[src/rtl/cpu_pkg.sv]
// Shared CPU front-end definitions: fetch FSM state encoding and the
// datapath constants reused by the PC, fetch and decode stages.
package cpu_pkg;

    localparam int          ADDR_W    = 32;
    localparam int          DATA_W    = 32;
    // addi x0, x0, 0 -- a harmless instruction presented on a fetch error
    localparam logic [31:0] NOP_INSTR = 32'h0000_0013;

    typedef enum logic [1:0] {
        IDLE  = 2'd0,  // nothing outstanding
        REQ   = 2'd1,  // memory request raised, waiting for mem_ack
        HOLD  = 2'd2,  // instruction presented, waiting for instr_ready
        DRAIN = 2'd3   // flushed request still owed an ack; data discarded
    } fetch_state_t;

    // An instruction address is word aligned when its two low bits are zero
    function automatic logic is_misaligned(input logic [1:0] addr_lsb);
        return (addr_lsb != 2'b00);
    endfunction

endpackage

[src/rtl/imem_fetch_unit.sv]
// Instruction fetch unit: takes addresses from the PC stage, fetches the
// word from instruction memory over a req/ack handshake and presents it to
// decode with valid/ready.
//
// Optional build macro: IMEM_MISALIGN_CHECK_EN
//   defined   -> a misaligned accepted address skips memory and is presented
//                directly as NOP_INSTR with instr_err=1
//   undefined -> every accepted address is fetched, instr_err is always 0
//
// Handshakes:
//   addr  : a transfer happens in a cycle where addr_valid && addr_ready.
//           addr_ready is combinational and never depends on addr_valid.
//   instr : a transfer happens in a cycle where instr_valid && instr_ready;
//           instr_* hold stable while instr_valid=1 and instr_ready=0,
//           unless a flush withdraws them.
//   mem   : mem_req rises and stays high (with mem_addr stable) until the
//           cycle mem_ack is seen; it is never withdrawn, even by a flush.
//           mem_rdata is sampled in the mem_ack cycle.
module imem_fetch_unit
    import cpu_pkg::*;
#(
    parameter int                 ADDR_W    = cpu_pkg::ADDR_W,
    parameter int                 DATA_W    = cpu_pkg::DATA_W,
    parameter logic [DATA_W-1:0]  NOP_INSTR = cpu_pkg::NOP_INSTR
) (
    input  logic              clk,
    input  logic              rst,          // asynchronous, active low

    // PC stage
    input  logic [ADDR_W-1:0] addr_in,
    input  logic              addr_valid,
    output logic              addr_ready,
    input  logic              flush,

    // Instruction memory
    output logic              mem_req,
    output logic [ADDR_W-1:0] mem_addr,
    input  logic              mem_ack,
    input  logic [DATA_W-1:0] mem_rdata,

    // Decode stage
    output logic              instr_valid,
    input  logic              instr_ready,
    output logic [DATA_W-1:0] instr_data,
    output logic [ADDR_W-1:0] instr_addr,
    output logic              instr_err,

    // Debug view of the fetch FSM
    output fetch_state_t      dbg_state
);

    fetch_state_t      r_state;
    fetch_state_t      w_next_state;
    logic [ADDR_W-1:0] r_mem_addr;
    logic [DATA_W-1:0] r_instr_data;
    logic [ADDR_W-1:0] r_instr_addr;
    logic              r_instr_err;

    logic              w_accept;
    logic              w_misaligned;
    logic              w_mem_capture;

    // Ready when idle, or when the held instruction leaves this cycle; a
    // flush always blocks new addresses for the cycle it is asserted.
    assign addr_ready = !flush && ((r_state == IDLE) ||
                                   ((r_state == HOLD) && instr_ready));
    assign w_accept   = addr_valid && addr_ready;

`ifdef IMEM_MISALIGN_CHECK_EN
    assign w_misaligned = is_misaligned(addr_in[1:0]);
`else
    assign w_misaligned = 1'b0;
`endif

    // Memory data is kept only for a live (unflushed) request in REQ
    assign w_mem_capture = (r_state == REQ) && mem_ack && !flush;

    // State and datapath registers
    always_ff @(posedge clk or negedge rst) begin
        if (!rst) begin
            r_state      <= IDLE;
            r_mem_addr   <= '0;
            r_instr_data <= '0;
            r_instr_addr <= '0;
            r_instr_err  <= 1'b0;
        end else begin
            r_state <= w_next_state;

            if (w_accept) begin
                r_mem_addr <= addr_in;
            end

            // Misaligned accept bypasses memory (never true in default build)
            if (w_accept && w_misaligned) begin
                r_instr_data <= NOP_INSTR;
                r_instr_addr <= addr_in;
                r_instr_err  <= 1'b1;
            end else if (w_mem_capture) begin
                r_instr_data <= mem_rdata;
                r_instr_addr <= r_mem_addr;
                r_instr_err  <= 1'b0;
            end
        end
    end

    // Next-state logic; flush takes priority except that an ack always
    // retires the single outstanding memory request.
    always_comb begin
        w_next_state = r_state;
        unique case (r_state)
            IDLE: begin
                if (w_accept) begin
                    w_next_state = w_misaligned ? HOLD : REQ;
                end
            end
            REQ: begin
                if (flush) begin
                    w_next_state = mem_ack ? IDLE : DRAIN;
                end else if (mem_ack) begin
                    w_next_state = HOLD;
                end
            end
            HOLD: begin
                if (flush) begin
                    w_next_state = IDLE;
                end else if (instr_ready) begin
                    if (w_accept) begin
                        w_next_state = w_misaligned ? HOLD : REQ;
                    end else begin
                        w_next_state = IDLE;
                    end
                end
            end
            DRAIN: begin
                if (mem_ack) begin
                    w_next_state = IDLE;
                end
            end
            default: w_next_state = IDLE;
        endcase
    end

    // Outputs decoded from registered state and registered datapath
    always_comb begin
        mem_req     = (r_state == REQ) || (r_state == DRAIN);
        instr_valid = (r_state == HOLD);
        mem_addr    = r_mem_addr;
        instr_data  = r_instr_data;
        instr_addr  = r_instr_addr;
        instr_err   = r_instr_err;
        dbg_state   = r_state;
    end

endmodule

[config.mk]
export PLATFORM = sky130hd
export DESIGN_NAME = imem_fetch_unit
export DESIGN_NICKNAME = d
export VERILOG_FILES = /design/src/rtl/cpu_pkg.sv /design/src/rtl/imem_fetch_unit.sv
export SDC_FILE = /design/constraint.sdc
export NUM_CORES = 1
export LEC_CHECK = 0
export ABC_AREA = 1
export BUFFER_PORTS_ARGS = -buffer_cell sky130_fd_sc_hd__buf_4
export CORE_ASPECT_RATIO = 1.1
export CORE_MARGIN = 4
export CORE_UTILIZATION = 52
export CTS_BUF_LIST = sky130_fd_sc_hd__clkbuf_16
export CTS_CLUSTER_DIAMETER = 30
export DETAILED_ROUTE_END_ITERATION = 6
export PLACE_DENSITY = 0.86
export SLEW_MARGIN = 20
export SYNTH_ARGS = -nofsm -noshare
export SYNTH_HDL_FRONTEND = slang
export SYNTH_SLANG_ARGS = --single-unit
[constraint.sdc]
create_clock -name clk -period 3.5 [get_ports clk]
set_input_delay 0.175 -clock clk [delete_from_list [all_inputs] [get_ports clk]]
set_output_delay 0.175 -clock clk [all_outputs]
set_load 0.005 [all_outputs]
# Yosys cells after proc, flatten, opt, wreduce, memory -nomap -nowiden
# Cells that the tools add are included.
totals:
  output_inout_bits: 102
  rom_bits: 0
  inputBits: 70
  ff_bits: 98
  word_cells: 30
  latch_bits: 0
  memories: 0
  ram_bits: 0
classes:
  div: 0
  mux: 9
  eq_ne: 7
  shift: 0
  add_sub_neg: 0
  order_cmp: 0
  reduce_logical: 10
  multipliers: 0
  bitwise: 0
op_table:
  columns: ["operator", "n"]
  rows:
  - ["$mux 2", 7]
  - ["$pmux 2 s4", 1]
  - ["$logic_and 1x1->1", 5]
  - ["$eq 2x2->1 const B", 2]
  - ["$ne 2x2->1 const B", 2]
  - ["$reduce_and 4->1", 1]
  - ["$ne 3x2->1 const B", 1]
  - ["$ne 3x3->1 const B", 1]
  - ["$eq 2x1->1 const B", 1]
  - ["$logic_not 2->1", 1]
  - ["$logic_or 1x1->1", 2]
  - ["$logic_not 1->1", 1]
  - ["$mux 1", 1]

# Logic depth before layout (Yosys ltp)
# Gate-level depths: netlist of the first run.
logic_depth:
  word_depth: 9
  ltp_mapped: 7
  depth_no_buf: 7

# Least setup slack after synthesis of the first run
# Ideal clock, no wire load.
synth_timing:
  path_type: "flip-flop to flip-flop"
  startpoint: "register r_state[0], in the netlist dbg_state[0]"
  endpoint: "register r_mem_addr[10], in the netlist mem_addr[10]"
  required_ps: 3376
  period_less_slack_ps: 1193
  t_arrival_ps: 1070
  path_stages_with_launch: 6
  n_path_buf: 1
  setup_ps: 124
  path_slack_ps: 2307
  cell_sequence: "dfrtp_1 > nor2_2 > nand3_2 > buf_2 > nor2_1 > a21oi_1"
synth_between:
  elab_chain_cells: 5
  elab_cells_between_ends: 6
  cone_classes: "1 x eq/ne; 5 x reduce/logical"
synth_lines:
  columns: ["element", "line_no", "source"]
  rows:
  - ["from (decl)", "imem_fetch_unit.sv:52", "fetch_state_t r_state;"]
  - ["from (signal assigned)", "imem_fetch_unit.sv:87", "r_state <= w_next_state;"]
  - ["$eq 2x2->1", "imem_fetch_unit.sv:66", "((r_state == HOLD) && instr_ready));"]
  - ["$logic_and 1x1->1", "imem_fetch_unit.sv:66", null]
  - ["$logic_or 1x1->1 (*)", "imem_fetch_unit.sv:65", "assign addr_ready = !flush && ((r_state == IDLE) ||"]
  - ["$logic_and 1x1->1 (*)", "imem_fetch_unit.sv:65", null]
  - ["$logic_and 1x1->1 (*)", "imem_fetch_unit.sv:67", "assign w_accept = addr_valid && addr_ready;"]
  - ["to (signal assigned)", "imem_fetch_unit.sv:90", "r_mem_addr <= addr_in;"]
  - ["to (decl)", "imem_fetch_unit.sv:54", "logic [ADDR_W-1:0] r_mem_addr;"]
# Mark *: on every way between the ends. The rest lies on a longest branch, timed or not.
# A chain may end at the register's enable or synchronous reset.

# Worst setup path in the final report of the first run
layout_timing:
  startpoint: "register r_state[0], in the netlist dbg_state[0]"
  endpoint: "register r_instr_addr[28], in the netlist instr_addr[28]"
layout_between:
  elab_chain_cells: 3
layout_lines:
  columns: ["element", "line_no", "source"]
  rows:
  - ["$eq 2x1->1", "imem_fetch_unit.sv:76", "assign w_mem_capture = (r_state == REQ) && mem_ack && !flush;"]
  - ["$logic_and 1x1->1 (2 in series)", "imem_fetch_unit.sv:76", null]
  - ["to (signal assigned)", "imem_fetch_unit.sv:96", "r_instr_addr <= addr_in;"]
  - ["to (signal assigned)", "imem_fetch_unit.sv:100", "r_instr_addr <= r_mem_addr;"]
  - ["to (decl)", "imem_fetch_unit.sv:56", "logic [ADDR_W-1:0] r_instr_addr;"]
# No other way between the ends.

==> results.json, run 1 <==
{
  "layout-drive-gt1-share_pct": 44.4,
  "dp_slack_ps": 1380,
  "p_sw_share_pct": 34.4,
  "p_leak_uw": 0.00313,
  "htreeDepth": 3,
  "fin_ws_ps": 1350,
  "fin_tns_setup_ps": 0,
  "seqCellArea_um2": 2450,
  "die_area_um2": 9440,
  "crit_type": "reg2reg",
  "report.final.setup_viol": 0,
  "maxSlewViolCount": 0,
  "cts.reportedPaths.clkPinSlew_ps": 70,
  "whs_path_depth": 3,
  "clockPowerShare_pct": 18.5,
  "antenna_found_initial": 0,
  "critPathSlowestCell": "nand3_4",
  "nets": 646,
  "path_cells": "inv_2 -> nor2_2 -> nand3_4 -> buf_12 -> nand2_1 -> o21ai_2",
  "rrSetupSlack_ps": 1350,
  "multiInputGateArea_um2": 1220,
  "std_cell_rows": 33,
  "cts_num_sinks": 98,
  "cts_resized": 0,
  "overflow": 0,
  "timing.rr.end": "instr_addr[28]$_DFFE_PN0P_",
  "status": "complete, no violations",
  "wl_met3_um": 764,
  "crit_fanout": 70,
  "syn_inst": 412,
  "fin_crit_sh_pct": 61.4,
  "r2r-start": "dbg_state[0]$_DFFE_PN0P_",
  "tightestPinTransition_ps": 817,
  "period_needed_ps": 2150,
  "antenna_left": 0,
  "clk_latency_ps": 330,
  "diodes": 0,
  "vias": 3232,
  "wl_met1_um": 3890,
  "startpoint_type": "flip-flop",
  "routabilityCongestion": 0.747,
  "drt_first_pass_iters": 5,
  "start_util_pct": 54.4,
  "cts_tree": "built",
  "ir_worst_vdd_uv": 490,
  "routed-wl-met2_um": 4830,
  "track_usage_pct": 20.6,
  "boundaryPins": 172,
  "cts_buffers": 9,
  "clockBufferDepth": 2,
  "crit_arrival_ps": 2360,
  "dieWidth_um": 93.0,
  "avgViaCountPerCell": 4.71,
  "critPathMaxStageDelay_ps": 600,
  "finClkSkew_ps": 6.74,
  "slew_headroom_pct": 45.5,
  "area_delta_synth_final_pct": 37.5,
  "p_per_area_nw_per_um2": 877,
  "p_switching_uw": 1720,
  "required_ps": 3710,
  "hpwlAfterDp_um": 7100,
  "syn_avg_cell_area_um2": 10.0,
  "final_area_um2": 5680,
  "seqPwrFrac_pct": 40.4,
  "hold_path_class": "in2reg",
  "place_area_um2": 5390,
  "yosysSeqAreaShare_pct": 59.3,
  "grt_pass1_vias": 3192,
  "max_freq_mhz": 465,
  "hold_slack_ps": 88.1,
  "wirelength_um": 9590,
  "wl_per_cell_um": 14.0,
  "drv_cap": 0,
  "crit_path_end_kind": "flip-flop",
  "die_h_um": 102,
  "synth_cell_types": 18,
  "coreArea_um2": 7600,
  "p_comb_share_pct": 41.0,
  "io_buffer_count": 170,
  "holdPathEnd": "instr_data[31]$_DFFE_PN0P_",
  "fillers": 554,
  "worstHoldStart": "mem_rdata[31]",
  "synth_nets": 482,
  "power_uw": 4980,
  "routed.top_layer": "met4",
  "reg2reg_depth": 6,
  "ys_warn_count": 0,
  "syn_area_um2": 4140,
  "hold_viol_final": 0,
  "rsz0062_at_grt": "false",
  "p_int_uw": 3270,
  "grt_max_degree": 71,
  "ys_ff_latch": 98,
  "grt_first_pass_wirelength_um": 15400,
  "cts-root-buf": "clkbuf_16",
  "drt-initial-drc-count": 90,
  "drc_errors": 0
}
-- cell type report --
type / count / area share [%]
timing repair buffer: 175 / 23.4
inverter: 73 / 4.82
tap: 105 / 2.31
multi-input combinational: 219 / 21.4
sequential: 98 / 43.1
clock inverter: 7 / 0.969
clock buffer: 9 / 3.96
-- flip-flops by register name, indices dropped and copies added, names as in the netlist --
name and cells:
dbg_state 2, instr_addr 32, instr_data 32, mem_addr 32
-- cells in the mapped netlist --
| cell type | n | share of area [%] |
|---|---|---|
| buf_4 | 1 | 0.18 |
| conb_1 | 1 | 0.091 |
| buf_6 | 14 | 3.8 |
| clkbuf_1 | 1 | 0.091 |
| o21ai_0 | 3 | 0.36 |
| nand4_1 | 1 | 0.15 |
| nor3_1 | 1 | 0.12 |
| buf_2 | 6 | 0.73 |
| nand2_1 | 74 | 6.7 |
| inv_1 | 72 | 6.5 |
| nor2_1 | 37 | 3.4 |
| inv_2 | 1 | 0.091 |
| a21oi_1 | 32 | 3.9 |
| o21ai_2 | 64 | 14 |
| dfrtp_1 | 98 | 59 |
| nand3_2 | 2 | 0.48 |
| nor2_2 | 2 | 0.30 |
| nand3_1 | 2 | 0.24 |
-- worst max-delay path, delay by kind of cell (launching register included) --
kind	cells	cell delay (ps)
and+or+nand+nor	3	880
buffers and inverters	2	560
DFF	1	480
AOI/OAI and AO/OA	1	50
-- per-layer routing --
metal	global-route usage [%]	up-vias
met4	5.75	0
li1	-	1594
met5	0	-
met2	35.3	125
met1	26.3	1503
met3	5.05	10
-- layout by cell type (no fill, tap or decap) --
master	synthesis	final
a21oi_1	32	32
buf_12	0	1
buf_4	1	173
clkbuf_16	0	9
clkinv_2	0	1
clkinv_4	0	3
conb_1	1	1
dfrtp_1	98	98
dlygate4sd3_1	0	1
inv_1	72	73
inv_2	1	1
inv_6	0	1
inv_8	0	1
nand2_1	74	74
nand3_1	2	2
nand3_2	2	1
nand3_4	0	1
nand4_1	1	1
nor2_1	37	37
nor2_2	2	2
nor3_1	1	1
o21ai_0	3	3
o21ai_2	64	64
-- cells by family (layout without fill, tap and decap cells) --
family | count (synthesis) | count (layout) | share of synthesized area (%)
AO/OA/AOI/OAI | 99 | 99 | 17.8
other | 1 | 1 | 0.0907
flip-flops | 98 | 98 | 59.3
AND/OR/NAND/NOR | 119 | 119 | 11.4
buffers and inverters | 95 | 264 | 11.4
-- worst max-delay path by stage --
stage | cells after the start | startpoint | end | slack, ps
2_1_floorplan | 5 | dbg_state[0]$_DFFE_PN0P_ | mem_addr[10]$_DFFE_PN0P_ | 2310
3_3_place_gp | 6 | dbg_state[0]$_DFFE_PN0P_ | instr_addr[15]$_DFFE_PN0P_ | 1450
3_5_place_dp | 6 | dbg_state[0]$_DFFE_PN0P_ | instr_addr[16]$_DFFE_PN0P_ | 1380
4_1_cts | 6 | dbg_state[0]$_DFFE_PN0P_ | instr_addr[28]$_DFFE_PN0P_ | 1340
5_1_grt | 6 | dbg_state[0]$_DFFE_PN0P_ | instr_addr[28]$_DFFE_PN0P_ | 1150
6_report | 6 | dbg_state[0]$_DFFE_PN0P_ | instr_addr[28]$_DFFE_PN0P_ | 1350
-- power groups by stage --
| stage | registers (µW) | logic (µW) | clock network [µW] |
|---|---|---|---|
| final | 2020 | 2040 | 924 |
| after global routing | 2090 | 2270 | 984 |
| after CTS | 2020 | 2090 | 940 |
| after detailed placement | 2030 | 2080 | 0 |
| after global placement | 2010 | 2000 | 0 |
| after floorplan | 2040 | 917 | 0 |
-- stage by stage --
step / util, % / cells
after floorplan: - / 412
after global placement: 71.0 / 669
after detailed placement: 71.0 / 669
after CTS: 74.8 / 686
after global routing: 74.8 / 686
final: 74.8 / 686
-- repair_timing --
item / in CTS / in global routing
hold endpoints to repair: 25 / 0
hold buffers: 1 / 0
setup buffers: 0 / 0
No activity file was read; power rests on OpenSTA's default activity.
==> inputs of run 2 (changes only) <==
--- a/config.mk
+++ b/config.mk
@@ -9,11 +9,11 @@
 export BUFFER_PORTS_ARGS = -buffer_cell sky130_fd_sc_hd__buf_4
 export CORE_ASPECT_RATIO = 1.1
 export CORE_MARGIN = 4
-export CORE_UTILIZATION = 52
+export CORE_UTILIZATION = 48
 export CTS_BUF_LIST = sky130_fd_sc_hd__clkbuf_16
 export CTS_CLUSTER_DIAMETER = 30
 export DETAILED_ROUTE_END_ITERATION = 6
-export PLACE_DENSITY = 0.86
+export PLACE_DENSITY = 0.8
 export SLEW_MARGIN = 20
 export SYNTH_ARGS = -nofsm -noshare
 export SYNTH_HDL_FRONTEND = slang
==> constraint.sdc (replaced) <==
create_clock -name clk -period 2.1 [get_ports clk]
set_input_delay 0.105 -clock clk [delete_from_list [all_inputs] [get_ports clk]]
set_output_delay 0.105 -clock clk [all_outputs]
set_load 0.005 [all_outputs]
==> run 2 against run 1 <==
Cell count is 1.0% higher. Via count is 1.4% lower. Clock-buffer cell count stayed put. Sequential share of layout area is 0.57 points lower. Clock skew hardly changed. First-iteration DRC count is 17% higher. Utilization is 6.3 points lower. Global-route usage is 1.9 points lower. Cell area is 1.3% higher. Power is 69% higher. Setup slack worse by 700 ps. Clock power is 83% higher. Critical endpoint is now instr_addr[0]$_DFFE_PN0P_. Largest cell class unchanged.
==> results.json, run 2 (synthesis gave the netlist of run 1 again) <==
{
  "p_leak_uw": 0.00316,
  "place_area_um2": 5440,
  "vias": 3188,
  "wl_per_cell_um": 13.3,
  "maxSlewViolCount": 0,
  "wirelength_um": 9230,
  "path_cells": "inv_2 -> nor2_2 -> nand3_4 -> buf_12 -> nand2_1 -> o21ai_2",
  "crit_type": "reg2reg",
  "coreArea_um2": 8410,
  "period_needed_ps": 1450,
  "report.final.setup_viol": 0,
  "antenna_found_initial": 0,
  "final_cells": 693,
  "avgViaCountPerCell": 4.60,
  "grt_pass1_vias": 3261,
  "diodes": 0,
  "crit_fanout": 74,
  "die_area_um2": 10200,
  "boundaryPins": 172,
  "final_common_cell": "buf_4",
  "std_cell_rows": 35,
  "rsz0062_at_grt": "false",
  "final_cell_mix": "173 x buf_4, 98 x dfrtp_1, 74 x nand2_1",
  "cts-root-buf": "clkbuf_16",
  "fin_ws_ps": 654,
  "status": "complete, no violations",
  "critPathSlowestCell": "dfrtp_1",
  "drc_errors": 0,
  "grt_first_pass_wirelength_um": 15100,
  "hold_path_class": "in2reg",
  "hold_viol_final": 0,
  "routabilityCongestion": 0.759,
  "finClkSkew_ps": 6.24,
  "placed_cells": 677,
  "grt_max_degree": 75,
  "dp_slack_ps": 684,
  "nets": 648,
  "crit_path_end_kind": "flip-flop",
  "cts_buffers": 9,
  "crit_buf_inv": 2,
  "drt_first_pass_iters": 6,
  "clockBufferDepth": 2,
  "drv_cap": 0,
  "clk_latency_ps": 330,
  "ir_worst_vdd_uv": 862,
  "hpwlAfterDp_um": 6930,
  "layout-drive-gt1-share_pct": 44.3,
  "final_area_um2": 5760,
  "crit_family": "flip-flops",
  "area_delta_synth_final_pct": 39.3,
  "startpoint_type": "flip-flop",
  "rrSetupSlack_ps": 650,
  "hold_slack_ps": 21.0,
  "track_usage_pct": 18.7,
  "overflow": 0,
  "antenna_left": 0,
  "fin_crit_sh_pct": 68.9,
  "cts_tree": "built",
  "crit_arrival_ps": 1650,
  "p_per_area_nw_per_um2": 1470,
  "required_ps": 2300,
  "max_freq_mhz": 691,
  "cts.reportedPaths.clkPinSlew_ps": 70,
  "critPathMaxStageDelay_ps": 470,
  "cts_num_sinks": 98,
  "fillers": 679,
  "htreeDepth": 3,
  "dieWidth_um": 96.5,
  "io_buffer_count": 170,
  "drt-initial-drc-count": 105,
  "slew_headroom_pct": 65.3,
  "start_util_pct": 49.2,
  "fin_tns_setup_ps": 0,
  "tightestPinTransition_ps": 520,
  "die_h_um": 105
}
run 2: final timing paths:
| path | end | cells past startpoint | start |
|---|---|---|---|
| max reg2reg | instr_addr[0]$_DFFE_PN0P_ | 6 | dbg_state[0]$_DFFE_PN0P_ |
| min reg2reg | instr_data[14]$_DFFE_PN0P_ | 2 | instr_data[14]$_DFFE_PN0P_ |
| min | mem_addr[1]$_DFFE_PN0P_ | 3 | addr_in[1] |
| max | instr_addr[0]$_DFFE_PN0P_ | 6 | dbg_state[0]$_DFFE_PN0P_ |
| min in group asynchronous | instr_data[1]$_DFFE_PN0P_ | 2 | rst |
| max in group asynchronous | mem_addr[5]$_DFFE_PN0P_ | 3 | rst |
run 2: layout make-up:
class	instances	area, µm²	area share [%]
clock inverter	6	83.8	1.46
tap	111	139	2.41
multi-input combinational	219	1220	21.1
clock buffer	9	225	3.91
sequential	98	2450	42.6
inverter	73	274	4.76
timing repair buffer	177	1370	23.8
run 2: where the power goes:
group | internal, µW | leakage, µW | switching, µW
combinational | 1840 | 0.00184 | 1570
clock | 1030 | 0.000150 | 657
sequential | 2810 | 0.00116 | 537
run 2: worst min-delay path, cell delays in order:
cell	delay [ps]
buf_4	70
nor2_1	30
a21oi_1	90
run 2: timing repair:
action,in CTS,in global routing
endpoints found under the hold margin,37,0
setup endpoints to repair,0,0
resized for setup,0,0
setup buffers,0,0
hold buffers,1,0
run 2: metrics by stage:
step / power, µW / utilization (%)
after global placement: 6690 / 64.7
final: 8440 / 68.5
after global routing: 9090 / 68.5
after floorplan: 4930 / -
after detailed placement: 6850 / 64.7
after CTS: 8570 / 68.5
run 2: metal layers:
| metal | vias to the layer above | global-route usage, % | share of wire (%) |
|---|---|---|---|
| met4 | 0 | 6.51 | 1.3 |
| met2 | 112 | 30.9 | 50 |
| met1 | 1468 | 22.7 | 39 |
| met3 | 10 | 6.00 | 10 |
| li1 | 1598 | - | - |
| met5 | - | 0 | 0 |
==> inputs of run 3 (changes only) <==
--- a/config.mk
+++ b/config.mk
@@ -9,11 +9,11 @@
 export BUFFER_PORTS_ARGS = -buffer_cell sky130_fd_sc_hd__buf_4
 export CORE_ASPECT_RATIO = 1.1
 export CORE_MARGIN = 4
-export CORE_UTILIZATION = 48
+export CORE_UTILIZATION = 43
 export CTS_BUF_LIST = sky130_fd_sc_hd__clkbuf_16
 export CTS_CLUSTER_DIAMETER = 30
 export DETAILED_ROUTE_END_ITERATION = 6
-export PLACE_DENSITY = 0.8
+export PLACE_DENSITY = 0.76
 export SLEW_MARGIN = 20
 export SYNTH_ARGS = -nofsm -noshare
 export SYNTH_HDL_FRONTEND = slang
==> constraint.sdc (replaced) <==
create_clock -name clk -period 1.25 [get_ports clk]
set_input_delay 0.0625 -clock clk [delete_from_list [all_inputs] [get_ports clk]]
set_output_delay 0.0625 -clock clk [all_outputs]
set_load 0.005 [all_outputs]
==> run 3 against run 2 <==
The flow now finishes with violations (negative hold slack, negative setup slack). Sequential cell count unchanged. Routed wire length rose by 42%. Global-route usage rose by 3.9 points. Power is 86% higher. Critical path depth grew 1. Critical endpoint is now instr_data[25]$_DFFE_PN0P_. Largest cell class unchanged. Register-to-register slack worse by 810 ps. Sequential power up 74%.
==> results.json, run 3 (synthesis gave the netlist of run 1 again) <==
{
  "cts_num_sinks": 98,
  "area_delta_synth_final_pct": 70.3,
  "clk_latency_ps": 340,
  "antenna_left": 0,
  "drv_cap": 0,
  "track_usage_pct": 22.5,
  "crit_path_end_kind": "flip-flop",
  "boundaryPins": 172,
  "max_freq_mhz": 711,
  "clockBufferDepth": 2,
  "whs_path_depth": 3,
  "cts-root-buf": "clkbuf_16",
  "grt_first_pass_wirelength_um": 20100,
  "layout-drive-gt1-share_pct": 51.6,
  "reg2reg_depth": 7,
  "overflow": 0,
  "use_met1_pct": 27.3,
  "crit_arrival_ps": 1630,
  "cts.reportedPaths.clkPinSlew_ps": 70,
  "start_util_pct": 44.2,
  "htreeDepth": 3,
  "crit_buf_inv": 3,
  "hold_path_class": "in2reg",
  "met2_usage_pct": 39.5,
  "rrSetupSlack_ps": -160,
  "p_switching_uw": 5490,
  "fin_crit_sh_pct": 113,
  "path_cells": "buf_6 -> nor2_4 -> nand3_4 -> buf_12 -> clkbuf_16 -> nand2_2 -> o21ai_2",
  "utilization_pct": 75.3,
  "antenna_found_initial": 1,
  "startpoint_type": "flip-flop",
  "drt_first_pass_iters": 4,
  "wirelength_um": 13100,
  "io_buffer_count": 170,
  "dieWidth_um": 102,
  "p_leak_uw": 0.00368,
  "report.final.setup_viol": 88,
  "avgViaCountPerCell": 4.81,
  "vias": 3763,
  "hold_slack_ps": -1.24,
  "drt-initial-drc-count": 176,
  "met3_usage_pct": 4.85,
  "drc_errors": 0,
  "grt_max_degree": 99,
  "tightestPinTransition_ps": 516,
  "hold_viol_final": 1,
  "nets": 730,
  "hpwlAfterDp_um": 6890,
  "holdPathEnd": "mem_addr[23]$_DFFE_PN0P_",
  "period_needed_ps": 1410,
  "status": "finished with violations",
  "r2r-start": "dbg_state[1]$_DFFE_PN0P_",
  "grt_pass1_vias": 4026,
  "required_ps": 1470,
  "crit_type": "reg2reg",
  "critPathMaxStageDelay_ps": 420,
  "cts_tree": "built",
  "rsz0062_at_grt": "true",
  "crit_fanout": 8,
  "p_comb_share_pct": 45.7,
  "violations": "negative hold slack, negative setup slack",
  "seqPwrFrac_pct": 37.1,
  "critPathSlowestCell": "dfrtp_1",
  "p_int_uw": 10200,
  "timing.rr.end": "instr_data[25]$_DFFE_PN0P_",
  "p_sw_share_pct": 34.9,
  "die_area_um2": 11300,
  "coreArea_um2": 9350,
  "top_usage_layer": "met2",
  "ir_worst_vdd_uv": 1130,
  "slew_headroom_pct": 65.6,
  "crit_family": "buffers and inverters",
  "p_per_area_nw_per_um2": 2230,
  "routabilityCongestion": 0.828,
  "std_cell_rows": 37,
  "final_common_cell": "buf_4",
  "final_cell_mix": "173 x buf_4, 98 x dfrtp_1, 73 x inv_1",
  "finClkSkew_ps": 5.69,
  "die_h_um": 111,
  "fin_ws_ps": -157,
  "cts_buffers": 9,
  "dp_slack_ps": -16.5,
  "wl_per_cell_um": 16.7,
  "worstHoldStart": "addr_in[23]",
  "clockPowerShare_pct": 17.2,
  "maxSlewViolCount": 0
}
run 3: changes by cell type in the layout (fill, tap and decap cells not counted), moves of 4 or more:
cell	change
buf_12	+4
nor2_4	+4
nor2_1	-14
clkbuf_16	+5
nand2_4	+8
buf_16	+7
buf_6	+6
nor2_2	+10
nand2_1	-43
nand2_2	+35
dlygate4sd3_1	+60
run 3: area by class of cell:
class	count	area (µm²)
repair buffers	259	2430
multi-input cells	219	1440
clock buffers	9	225
flip-flops and latches	98	2450
clock inverters	7	62.6
inverters	73	277
fillers	596	2310
well taps	117	146
diodes	1	2.50
run 3: worst max path at each step:
stage / start / end / cells past startpoint
6_report: dbg_state[1]$_DFFE_PN0P_ / instr_data[25]$_DFFE_PN0P_ / 7
5_1_grt: dbg_state[1]$_DFFE_PN0P_ / instr_addr[14]$_DFFE_PN0P_ / 7
4_1_cts: dbg_state[1]$_DFFE_PN0P_ / instr_data[25]$_DFFE_PN0P_ / 7
2_1_floorplan: dbg_state[0]$_DFFE_PN0P_ / mem_addr[10]$_DFFE_PN0P_ / 5
3_5_place_dp: dbg_state[1]$_DFFE_PN0P_ / instr_data[0]$_DFFE_PN0P_ / 5
3_3_place_gp: dbg_state[0]$_DFFE_PN0P_ / mem_addr[11]$_DFFE_PN0P_ / 5
run 3: per-layer routing:
layer	vias up	part of all wire (%)
met1	1830	37
met5	-	0
met3	25	6.6
met2	142	54
met4	0	1.9
li1	1766	-
run 3: what timing repair did:
item / 4_1_cts / 5_1_grt
gates resized for setup: 41 / 62
hold buffers: 59 / 2
endpoints found under the hold margin: 156 / 2
pin swaps: 4 / 5
setup endpoints to repair: 7 / 100
setup buffers: 7 / 2
gates cloned: 6 / 6
run 3: worst register-to-register path: stages, from the launching register on:
cell and delay [ps]:
dfrtp_1 420, buf_6 140, nor2_4 140, nand3_4 120, buf_12 180, clkbuf_16 180, nand2_2 60, o21ai_2 50
run 3: through the flow:
step	hold slack (ps)	setup TNS (ps)	power, µW	cells	cell area, µm²
6_report	-1.24	-10370	15700	783	7040
5_1_grt	5.42	-14450	16700	783	7040
4_1_cts	4.55	-5180	15000	773	6690
3_5_place_dp	167	-16.5	11600	685	5460
3_3_place_gp	156	0	11300	685	5460
2_1_floorplan	-233	0	8280	412	4140
run 3: power groups by stage:
stage / Sequential (µW) / Clock (µW) / Combinational, µW
2_1_floorplan: 5710 / 0 / 2570
3_3_place_gp: 5600 / 0 / 5710
3_5_place_dp: 5670 / 0 / 5890
4_1_cts: 5660 / 2730 / 6620
5_1_grt: 6010 / 2900 / 7810
6_report: 5830 / 2690 / 7180
